### config.mk
export PLATFORM = sky130hd
export DESIGN_NAME = tlc5620_multi_ch_ctrl
export DESIGN_NICKNAME = d
export VERILOG_FILES = /design/src/rtl/tlc5620_pkg.sv /design/src/rtl/tlc5620_rr_arbiter.sv /design/src/rtl/tlc5620_multi_ch_ctrl.sv
export SDC_FILE = /design/constraint.sdc
export NUM_CORES = 1
export LEC_CHECK = 0
export ABC_AREA = 1
export CORE_ASPECT_RATIO = 1.1
export CORE_MARGIN = 5
export CORE_UTILIZATION = 34
export CTS_CLUSTER_DIAMETER = 120
export DETAILED_ROUTE_END_ITERATION = 8
export PLACE_DENSITY_LB_ADDON = 0.1
export SKIP_LAST_GASP = 1
export SLEW_MARGIN = 20
export SYNTH_ARGS = -nofsm -noshare
export SYNTH_HDL_FRONTEND = slang
export SYNTH_SLANG_ARGS = --single-unit
export TNS_END_PERCENT = 50
### constraint.sdc
create_clock -name clk -period 2.2 [get_ports clk]
set_clock_uncertainty 0.1 [all_clocks]
set_input_delay 0.44 -clock clk [delete_from_list [all_inputs] [get_ports clk]]
set_output_delay 0.44 -clock clk [all_outputs]
set_load 0.1 [all_outputs]
### src/rtl/tlc5620_pkg.sv
// rtl/tlc5620_pkg.sv - shared widths, FSM states and frame packing for the TLC5620 controller
package tlc5620_pkg;

  localparam int FRAME_W = 11;
  localparam int DATA_W  = 8;
  localparam int ADDR_W  = 2;

  typedef enum logic [2:0] {
    IDLE,
    SHIFT,
    GAP,
    LOAD,
    LDAC
  } state_t;

  // TLC5620 serial frame: channel address, range bit, then the 8-bit code, MSB first
  function automatic logic [FRAME_W-1:0] pack_frame(input logic [ADDR_W-1:0] addr,
                                                    input logic              rng,
                                                    input logic [DATA_W-1:0] data);
    return {addr, rng, data};
  endfunction

endpackage

### src/rtl/tlc5620_rr_arbiter.sv
// rtl/tlc5620_rr_arbiter.sv - picks the first dirty channel at or after rr_ptr, wrapping
module tlc5620_rr_arbiter
  import tlc5620_pkg::*;
#(
  parameter int NUM_CH = 4
) (
  input  logic [NUM_CH-1:0] dirty,
  input  logic [ADDR_W-1:0] rr_ptr,
  output logic [ADDR_W-1:0] grant,
  output logic              valid
);

  localparam logic [ADDR_W:0] NCH = (ADDR_W + 1)'(NUM_CH);

  logic [2*NUM_CH-1:0] dbl;
  logic [2*NUM_CH-1:0] rot;
  logic [2*NUM_CH-1:0] probe;
  logic [ADDR_W-1:0]   off;
  logic                found;
  logic [ADDR_W:0]     sum;
  logic [ADDR_W:0]     wrap;

  assign valid = |dirty;

  // Rotate the doubled request vector so rr_ptr lands at bit 0, find the first request,
  // then map the offset back to an absolute channel number modulo NUM_CH.
  always_comb begin
    dbl   = {dirty, dirty};
    rot   = dbl >> rr_ptr;
    probe = '0;
    off   = '0;
    found = 1'b0;
    for (int k = 0; k < NUM_CH; k++) begin
      probe = rot >> k;
      if (!found && probe[0]) begin
        found = 1'b1;
        off   = ADDR_W'(k);
      end
    end
    sum   = {1'b0, rr_ptr} + {1'b0, off};
    wrap  = sum - NCH;
    grant = (sum >= NCH) ? wrap[ADDR_W-1:0] : sum[ADDR_W-1:0];
  end

endmodule

### src/rtl/tlc5620_multi_ch_ctrl.sv
// rtl/tlc5620_multi_ch_ctrl.sv - shadowed multi-channel serial controller for the TLC5620 DAC
module tlc5620_multi_ch_ctrl
  import tlc5620_pkg::*;
#(
  parameter int CLK_DIV   = 25,
  parameter int NUM_CH    = 4,
  parameter int LDAC_MODE = 0
) (
  input  logic              clk,
  input  logic              rst_n,
  input  logic              wr_en,
  input  logic [ADDR_W-1:0] wr_ch,
  input  logic              wr_rng,
  input  logic [DATA_W-1:0] wr_data,
  output logic              busy,
  output logic              done,
  output logic              da_clk,
  output logic              da_sda,
  output logic              da_load,
  output logic              da_ldac
);

  localparam int                SH_W     = DATA_W + 1;
  localparam int                SH_TOT   = SH_W * NUM_CH;
  localparam int                DIV_W    = $clog2(CLK_DIV + 1);
  localparam logic [DIV_W-1:0]  DIV_LAST = DIV_W'(CLK_DIV - 1);
  localparam logic [ADDR_W:0]   NCH      = (ADDR_W + 1)'(NUM_CH);
  localparam logic [ADDR_W-1:0] LAST_CH  = ADDR_W'(NUM_CH - 1);
  localparam logic [SH_TOT-1:0] SH_MASK  = SH_TOT'({SH_W{1'b1}});

  state_t               state_q, state_d;
  logic [DIV_W-1:0]     div_q, div_d;
  logic [3:0]           bit_q, bit_d;
  logic [FRAME_W-1:0]   shift_q, shift_d;
  logic [ADDR_W-1:0]    rr_ptr_q, rr_ptr_d;
  logic [NUM_CH-1:0]    dirty_q, dirty_d;
  logic [SH_TOT-1:0]    shadow_q, shadow_d;
  logic                 busy_q, busy_d;
  logic                 done_q, done_d;
  logic                 da_clk_q, da_clk_d;
  logic                 da_sda_q, da_sda_d;
  logic                 da_load_q, da_load_d;
  logic                 da_ldac_q, da_ldac_d;

  logic                 wr_hit;
  logic [NUM_CH-1:0]    dirty_set;
  logic [NUM_CH-1:0]    grant_oh;
  logic [ADDR_W-1:0]    arb_grant;
  logic                 arb_valid;
  logic [SH_TOT-1:0]    sel_word;
  logic [FRAME_W-1:0]   frame_word;
  logic                 div_end;
  logic                 take;

  tlc5620_rr_arbiter #(
    .NUM_CH (NUM_CH)
  ) u_arb (
    .dirty  (dirty_q),
    .rr_ptr (rr_ptr_q),
    .grant  (arb_grant),
    .valid  (arb_valid)
  );

  // Writes to channels the build does not service are dropped here
  assign wr_hit     = wr_en && ({1'b0, wr_ch} < NCH);
  assign dirty_set  = wr_hit ? (NUM_CH'(1) << wr_ch) : '0;
  assign grant_oh   = NUM_CH'(1) << arb_grant;
  assign sel_word   = shadow_q >> (SH_W * arb_grant);
  assign frame_word = pack_frame(arb_grant, sel_word[SH_W-1], sel_word[DATA_W-1:0]);
  assign div_end    = (div_q == DIV_LAST);

  assign busy    = busy_q;
  assign done    = done_q;
  assign da_clk  = da_clk_q;
  assign da_sda  = da_sda_q;
  assign da_load = da_load_q;
  assign da_ldac = da_ldac_q;

  // Shadow registers: host writes land immediately, independent of the scanner
  always_comb begin
    shadow_d = shadow_q;
    if (wr_hit) begin
      shadow_d = (shadow_q & ~(SH_MASK << (SH_W * wr_ch)))
               | (SH_TOT'({wr_rng, wr_data}) << (SH_W * wr_ch));
    end
  end

  // Scanner FSM: pick a dirty channel, shift its frame, then LOAD and (per mode) LDAC
  always_comb begin
    state_d   = state_q;
    div_d     = div_end ? '0 : div_q + DIV_W'(1);
    bit_d     = bit_q;
    shift_d   = shift_q;
    rr_ptr_d  = rr_ptr_q;
    take      = 1'b0;
    busy_d    = busy_q;
    done_d    = 1'b0;
    da_clk_d  = da_clk_q;
    da_sda_d  = da_sda_q;
    da_load_d = da_load_q;
    da_ldac_d = da_ldac_q;

    case (state_q)
      IDLE: begin
        div_d = '0;
        if (arb_valid) begin
          take     = 1'b1;
          shift_d  = frame_word;
          da_clk_d = 1'b1;
          da_sda_d = frame_word[FRAME_W-1];
          bit_d    = 4'(FRAME_W - 1);
          rr_ptr_d = (arb_grant == LAST_CH) ? '0 : arb_grant + ADDR_W'(1);
          busy_d   = 1'b1;
          state_d  = SHIFT;
        end
      end
      SHIFT: begin
        if (div_end) begin
          if (da_clk_q) begin
            // falling edge mid-bit: the DAC samples da_sda here
            da_clk_d = 1'b0;
          end else if (bit_q == 4'd0) begin
            da_sda_d = 1'b0;
            state_d  = GAP;
          end else begin
            bit_d    = bit_q - 4'd1;
            shift_d  = {shift_q[FRAME_W-2:0], 1'b0};
            da_clk_d = 1'b1;
            da_sda_d = shift_q[FRAME_W-2];
          end
        end
      end
      GAP: begin
        if (div_end) begin
          da_load_d = 1'b0;
          state_d   = LOAD;
        end
      end
      LOAD: begin
        if (div_end) begin
          da_load_d = 1'b1;
          if ((LDAC_MODE == 1) && (|dirty_q)) begin
            // batch mode: keep draining before the single LDAC
            state_d = IDLE;
          end else begin
            da_ldac_d = 1'b0;
            state_d   = LDAC;
          end
        end
      end
      LDAC: begin
        if (div_end) begin
          da_ldac_d = 1'b1;
          done_d    = 1'b1;
          busy_d    = |(dirty_q | dirty_set);
          state_d   = IDLE;
        end
      end
      default: state_d = IDLE;
    endcase

    // A write arriving in the same cycle as the grant keeps the channel dirty
    dirty_d = dirty_q;
    if (take) begin
      dirty_d = dirty_d & ~grant_oh;
    end
    dirty_d = dirty_d | dirty_set;
  end

  // State and output registers with asynchronous reset to the idle pin levels
  always_ff @(posedge clk or negedge rst_n) begin
    if (!rst_n) begin
      state_q   <= IDLE;
      div_q     <= '0;
      bit_q     <= '0;
      shift_q   <= '0;
      rr_ptr_q  <= '0;
      dirty_q   <= '0;
      shadow_q  <= '0;
      busy_q    <= 1'b0;
      done_q    <= 1'b0;
      da_clk_q  <= 1'b0;
      da_sda_q  <= 1'b0;
      da_load_q <= 1'b1;
      da_ldac_q <= 1'b1;
    end else begin
      state_q   <= state_d;
      div_q     <= div_d;
      bit_q     <= bit_d;
      shift_q   <= shift_d;
      rr_ptr_q  <= rr_ptr_d;
      dirty_q   <= dirty_d;
      shadow_q  <= shadow_d;
      busy_q    <= busy_d;
      done_q    <= done_d;
      da_clk_q  <= da_clk_d;
      da_sda_q  <= da_sda_d;
      da_load_q <= da_load_d;
      da_ldac_q <= da_ldac_d;
    end
  end

endmodule
==> flow_summary_export.csv, run 1 <==
group,metric,value,unit
global_route,grt_pass1_vias,2949,
global_route,antenna_found_initial,0,
finish,fillers,1006,
floorplanning,rows,38,
pwr,vdd_drop_max,0.0003372,V
min_path,min_path_type,"in -> async",
finish,regArea,0.001758,mm2
run,drv_cap,0,
critical_path,crit_fanout,7,
finish,area_delta_synth_final,28.43,%
place,numPortBuffers,19,
pwr,p_leak,2.019,nW
logic_synthesis,synthDistinctLibCells,36,
clock_tree,cts_made_buffers,9,
critical_path,endpoint_kind,"flip-flop",
floorplanning,die_area,0.01224,mm2
critical_path,cp_data_arrival_time,2.33,ns
finish,instances_no_fill,583,
sta,period_share,1.004,
floorplanning,initial_core_util,0.3481,
sta,setup_viol,4,
sta,min_period,2.208,ns
floorplanning,die_h,115.5,um
clock_tree,clock_latency,0.35,ns
detailed_routing,vias_per_cell,4.954,
global_route,grt_pass1_wl,14250,um
finish,final_cell_mix,"nand2_1, dfrtp_1, o21ai_0",
finish,nets,477,
logic_synthesis,ys_ff_latch,70,
place,post-place-cells,554,
clock_tree,clock_sinks,70,
floorplanning,ios,20,
clock_tree,clk_pin_slew,0.08,ns
finish,layout-drive-gt1-share,0.2419,
logic_synthesis,syn_area,0.003442,mm2
logic_synthesis,postSynthCellCount,415,
logic_synthesis,yosysSeqAreaShare,0.5096,
detailed_routing,dr_total_vias,2888,
floorplanning,coreArea,0.009889,mm2
clock_tree,cts_tree,"yes",
finish,multi_input_area,0.001598,mm2
logic_synthesis,syn-mean-instance-area,8.294,um2
clock_tree,cts-root-buf,"clkbuf_8",
logic_synthesis,postSynthNetCount,434,
critical_path,crit_type,"reg -> reg",
pwr,power.density,658.3,mW/mm2
detailed_routing,remaining_drc_errors,0,
place,place_hpwl,5545,um
detailed_routing,drt_first_pass_iters,4,
critical_path,cp-start-kind,"flip-flop",
run_status,violations,"negative setup slack",
clock_tree,htreeDepth,3,
detailed_routing,drtIter0Drc,84,
detailed_routing,ant_nets,0,
critical_path,crit_required,2.32,ns
logic_synthesis,synth_edf_count,0,
detailed_routing,wirelength,8594,um
global_route,grt_start_max_net_pins,41,
floorplanning,die_w,105.9,um
logic_synthesis,ys.flop_type,"dfrtp_1",
sta,worst_pin_slew,0.5346,ns
clock_tree,clockBufferDepth,2,
logic_synthesis,ys_async_sr_fraction,1.000,
sta,rsz0062_at_grt,"yes",
sta,finalHoldViolCount,0,
logic_synthesis,ys_warn_count,0,
sta,slew_headroom,0.6436,
sta,holdWs,0.2978,ns
sta,worst_slack,-0.007804,ns
global_route,overflow,0,
global_route,grt_use_total,0.1456,
place,preCtsSetupSlack,-0.06503,ns
sta,max_freq,0.4529,GHz
sta,slew_viol_final,0,
detailed_routing,wire_per_inst,14.74,um
pwr,total_power,2.910,mW
finish,final_common_cell,"nand2_1",
finish,num_antenna_cells,0,
run_status,outcome,"complete, but fails checks",
place,gp_congestion,0.8113,
-- cell usage after synthesis (all sizes together) (2+ instances only) --
cell type	count	area share
buf	4	0.012
inv	47	0.051
o22ai	16	0.029
nand3	26	0.041
ha	5	0.018
nand2	85	0.099
o21bai	3	0.0065
nor2	33	0.040
xnor2	2	0.0051
dfstp	2	0.015
nor3	2	0.0029
dfrtp	68	0.49
clkinv	2	0.0036
clkbuf	14	0.015
xor2	3	0.0076
o21ai	75	0.11
nand4	2	0.0036
mux2i	2	0.0058
a21oi	17	0.026
-- metal layers --
layer / track usage / wire (um) / up-vias
met5: 0 / 0 / -
met4: 0.05613 / 158 / 0
met3: 0.02396 / 176 / 13
met2: 0.2372 / 4170 / 37
met1: 0.1961 / 4089 / 1370
li1: - / - / 1468
-- worst max-delay path: stages, from the launching register on --
cell,delay (ns)
dfrtp_2,0.47
inv_4,0.10
nand2_1,0.08
nand3_1,0.09
nand2_2,0.08
a21boi_4,0.18
ha_4,0.17
xor2_2,0.17
buf_4,0.15
nand2_4,0.06
nand2_8,0.11
buf_12,0.12
nand2_1,0.04
o21ai_1,0.08
o21ai_1,0.08
-- report_power, final --
part           switching, mW  internal, mW  total [mW]
clock network          0.520         0.639        1.16
logic                  0.178         0.126       0.305
registers             0.0481          1.40        1.45
total                  0.746          2.16        2.91
-- final cells by class --
cell class,instances,area share
Tap cell,120,0.03397
Clock inverter,7,0.02236
Sequential cell,70,0.3977
Inverter,49,0.04331
Timing Repair Buffer,50,0.1132
Clock buffer,9,0.02802
Multi-Input combinational cell,278,0.3614
-- stage by stage --
step / area [um2] / TNS, ns / util
CTS: 4230 / -0.03750 / 0.4278
global placement: 3854 / 0 / 0.3897
detailed placement: 3854 / -0.2712 / 0.3897
global route: 4420 / -1.495 / 0.4470
floorplan: 3442 / -0.1429 / -
finish: 4420 / -0.02148 / 0.4470
-- logic make-up after synthesis --
logic type / after synthesis / synth area share
compound gates: 118 / 0.1861
mux: 2 / 0.005816
simple gates: 148 / 0.1854
fa+ha+maj: 5 / 0.01818
xor+xnor: 5 / 0.01272
flops: 70 / 0.5096
buf+inv: 67 / 0.08215
-- registers in the layout, summed over array words and instances, names as in the netlist, 2 cells and up --
register  flops
div_q         5
state_q       3
dirty_q       4
shadow_q     36
bit_q         4
rr_ptr_q      2
shift_q      10
-- final timing paths --
kind / startpoint / to / slack [ns] / cells after the start
setup / recovery: rr_ptr_q[0] / shift_q[7] / -0.008 / 14
hold / removal: rst_n / div_q[2] / 0.30 / 2
setup reg to reg: rr_ptr_q[0] / shift_q[7] / -0.008 / 14
hold reg to reg: da_ldac / da_ldac / 0.39 / 2
max in group asynchronous: rst_n / shadow_q[16] / 0.99 / 3
min in group clk: da_ldac / da_ldac / 0.39 / 2
-- what timing repair did --
action | CTS | global route
resized for setup | 25 | 35
endpoints found under the setup margin | 9 | 16
pin swaps | 9 | 13
hold buffers | 1 | 0
cloned | 1 | 1
buffers inserted | 6 | 4
hold endpoints to repair | 1 | 0
(Power assumes the default switching activity.)
==> run 2: changes to the inputs <==
--- a/config.mk
+++ b/config.mk
@@ -5,7 +5,6 @@
 export SDC_FILE = /design/constraint.sdc
 export NUM_CORES = 1
 export LEC_CHECK = 0
-export ABC_AREA = 1
 export CORE_ASPECT_RATIO = 1.1
 export CORE_MARGIN = 5
 export CORE_UTILIZATION = 34
==> run 2 against run 1 <==
Effect of this change:
- critical path depth is 3 lower
- hold slack got worse by 0.30 ns
- the flow finishes with violations (negative hold slack, negative setup slack)
- synthesized cell count fell by 35%
- highest routed layer unchanged
- fmax decreased by 14%
- sequential cell count unchanged
- register-to-register slack got worse by 0.35 ns
- utilization is 1.3 points lower
- largest power group unchanged
- first-iteration DRC count fell by 37%
- final area down 4.4%
- via count shrank 22%
==> flow_summary_export.csv, run 2 <==
group,metric,value,unit
finish,largest_registers,"shadow_q x36, shift_q x10, div_q x5",
finish,num_antenna_cells,0,
sta,period_share,1.162,
clock_tree,clk_pin_slew,0.08,ns
floorplanning,coreArea,0.009747,mm2
clock_tree,cts-root-buf,"clkbuf_8",
critical_path,cpMostUsedCell,"xnor2_4",
logic_synthesis,yosys-top-cells-count,"dfrtp_1, mux2_2, nor2_1, nand2_1, and3_1",
critical_path,cp_slowest_cell,"mux4_2",
place,gp_congestion,0.8142,
pwr,power.density,637.4,mW/mm2
logic_synthesis,yosys-top-cells-area,"dfrtp_1, mux2_2, mux4_2",
logic_synthesis,ys.flop_type,"dfrtp_1",
pwr,vdd_drop_max,0.0003048,V
sta,min_period,2.556,ns
global_route,grt_pass1_wl,11960,um
global_route,antenna_found_initial,0,
place,post-place-cells,430,
logic_synthesis,ys_ff_latch,70,
finish,nets,343,
finish,largest_reg_flops,36,
floorplanning,die_area,0.01190,mm2
logic_synthesis,synth_top_area_frac,0.5097,
clock_tree,clock_latency,0.35,ns
detailed_routing,remaining_drc_errors,0,
detailed_routing,wire_per_inst,15.60,um
global_route,overflow,0,
global_route,grt_pass1_vias,2370,
global_route,grt_use_total,0.1260,
finish,fin_area,0.004225,mm2
critical_path,r2r_end,"shift_q[0]",
finish,final_cell_mix,"dfrtp_1, buf_4, mux2_2",
critical_path,cp_num_cells,11,
critical_path,endpoint_kind,"flip-flop",
place,numPortBuffers,19,
critical_path,crit_end,"shift_q[0]",
finish,instances_no_fill,449,
sta,setup_viol,20,
logic_synthesis,yosysSeqAreaShare,0.5255,
run,drv_cap,0,
detailed_routing,dr_total_vias,2265,
pwr,p_leak,1.865,nW
detailed_routing,drt_first_pass_iters,4,
logic_synthesis,ys_warn_count,0,
finish,final_common_cell,"dfrtp_1",
run_status,violations,"negative hold slack, negative setup slack",
floorplanning,initial_core_util,0.3425,
place,place_hpwl,4884,um
detailed_routing,vias_per_cell,5.045,
critical_path,startpoint,"rr_ptr_q[0]",
run_status,outcome,"complete, but fails checks",
sta,finalHoldViolCount,6,
detailed_routing,drtIter0Drc,53,
finish,top_register,"shadow_q",
logic_synthesis,postSynthCellCount,270,
critical_path,crit_fanout,7,
sta,worst_pin_slew,0.4518,ns
critical_path,cp-start-kind,"flip-flop",
place,placed_area,0.003929,mm2
critical_path,slowest_delay,0.49,ns
logic_synthesis,syn_area,0.003338,mm2
critical_path,crit_type,"reg -> reg",
floorplanning,die_h,113.9,um
sta,rsz0062_at_grt,"yes",
critical_path,crit_required,2.33,ns
clock_tree,cts_made_buffers,9,
logic_synthesis,yosysTopAreaCell,"dfrtp_1",
logic_synthesis,syn-mean-instance-area,12.36,um2
sta,slew_viol_final,0,
critical_path,cp_data_arrival_time,2.69,ns
critical_path,r2r_setup_slack,-0.36,ns
critical_path,crit_family,"compound AO/OA/AOI/OAI gates",
min_path,min_path_type,"in -> async",
floorplanning,ios,20,
floorplanning,rows,38,
logic_synthesis,yosysMostFrequentCell,"dfrtp_1",
finish,area_delta_synth_final,26.57,%
critical_path,r2r-start,"rr_ptr_q[0]",
detailed_routing,wirelength,7003,um
sta,holdWs,-0.007201,ns
global_route,grt_start_max_net_pins,71,
sta,tns,-3.330,ns
clock_tree,htreeDepth,3,
clock_tree,clock_sinks,70,
clock_tree,postCtsHoldBufs,0,
critical_path,crit_chain,"nor2b_4, nand2_1, o311ai_1, o21ai_1, o221ai_2, ha_4, xnor2_4, xnor2_4, buf_12, mux4_2, a22o_1",
logic_synthesis,postSynthNetCount,289,
detailed_routing,ant_nets,0,
logic_synthesis,ys_async_sr_fraction,1.000,
place,preCtsSetupSlack,-0.7080,ns
logic_synthesis,synthDistinctLibCells,44,
logic_synthesis,synth_edf_count,0,
critical_path,reg2regPathDepth,11,
critical_path,path_buf_inv,1,
sta,slew_headroom,0.6988,
floorplanning,die_w,104.5,um
sta,max_freq,0.3913,GHz
clock_tree,clockBufferDepth,2,
clock_tree,cts_tree,"yes",
sta,worst_slack,-0.3559,ns
pwr,total_power,2.693,mW
finish,layout-drive-gt1-share,0.3860,
==> run 2: changes by cell type in the layout (fill, tap and decap cells not counted), sizes merged, moves of 12 or more <==
cell   delta
inv      -39
nor2     -15
mux2     +38
nand3    -21
nand2    -72
a21oi    -12
o21ai    -65
o22ai    -13
buf      +12
==> run 2: cells by family after synthesis <==
group	share of synthesized area
and+or+nand+nor	0.1203
DFF	0.5255
muxes	0.1889
AOI/OAI and AO/OA	0.09446
buffers and inverters	0.03636
xor gates and xnor gates	0.01574
adders and majority gates	0.01874
==> run 2: area by class of cell <==
class                   count  area [um2]
clock inverters             6       47.55
repair buffers             60       560.5
well taps                 120       150.1
clock buffers              10       127.6
multi-input cells         176        1556
fillers                   910        5522
inverters                   7       26.28
flip-flops and latches     70        1757
==> run 2: power breakdown <==
part	total (mW)	switching (mW)	internal [mW]
clock	0.943	0.526	0.417
sequential	1.48	0.0638	1.42
combinational	0.271	0.0913	0.179
total	2.69	0.681	2.01
==> run 2: worst min-delay path by stage <==
stage,start,end,depth (start not counted)
floorplan,rst_n,bit_q[0],0
global placement,div_q[0],div_q[0],1
detailed placement,shift_q[0],shift_q[0],1
CTS,rst_n,shift_q[5],2
global route,rst_n,div_q[3],2
finish,rst_n,div_q[3],2
==> run 2: metrics by stage <==
step                      hold WS [ns]  utilization
after floorplan                0.04441            -
after CTS                      0.01786       0.4295
after detailed placement        0.3831       0.4031
after global placement          0.3824       0.4031
after global routing           0.02020       0.4335
final                        -0.007201       0.4335
==> run 2: metal layers <==
metal / vias to the layer above / track usage / wire length, um
met4: 0 / 0.05181 / 107
met5: - / 0 / 0
met2: 27 / 0.1994 / 3350
met3: 8 / 0.02377 / 168
li1: 1099 / - / -
met1: 1131 / 0.1705 / 3376
==> run 2: repair_timing <==
item	4_1_cts	5_1_grt
endpoints found under the setup margin	20	22
resized for setup	6	8
buffers inserted	3	0
pin swaps	2	3
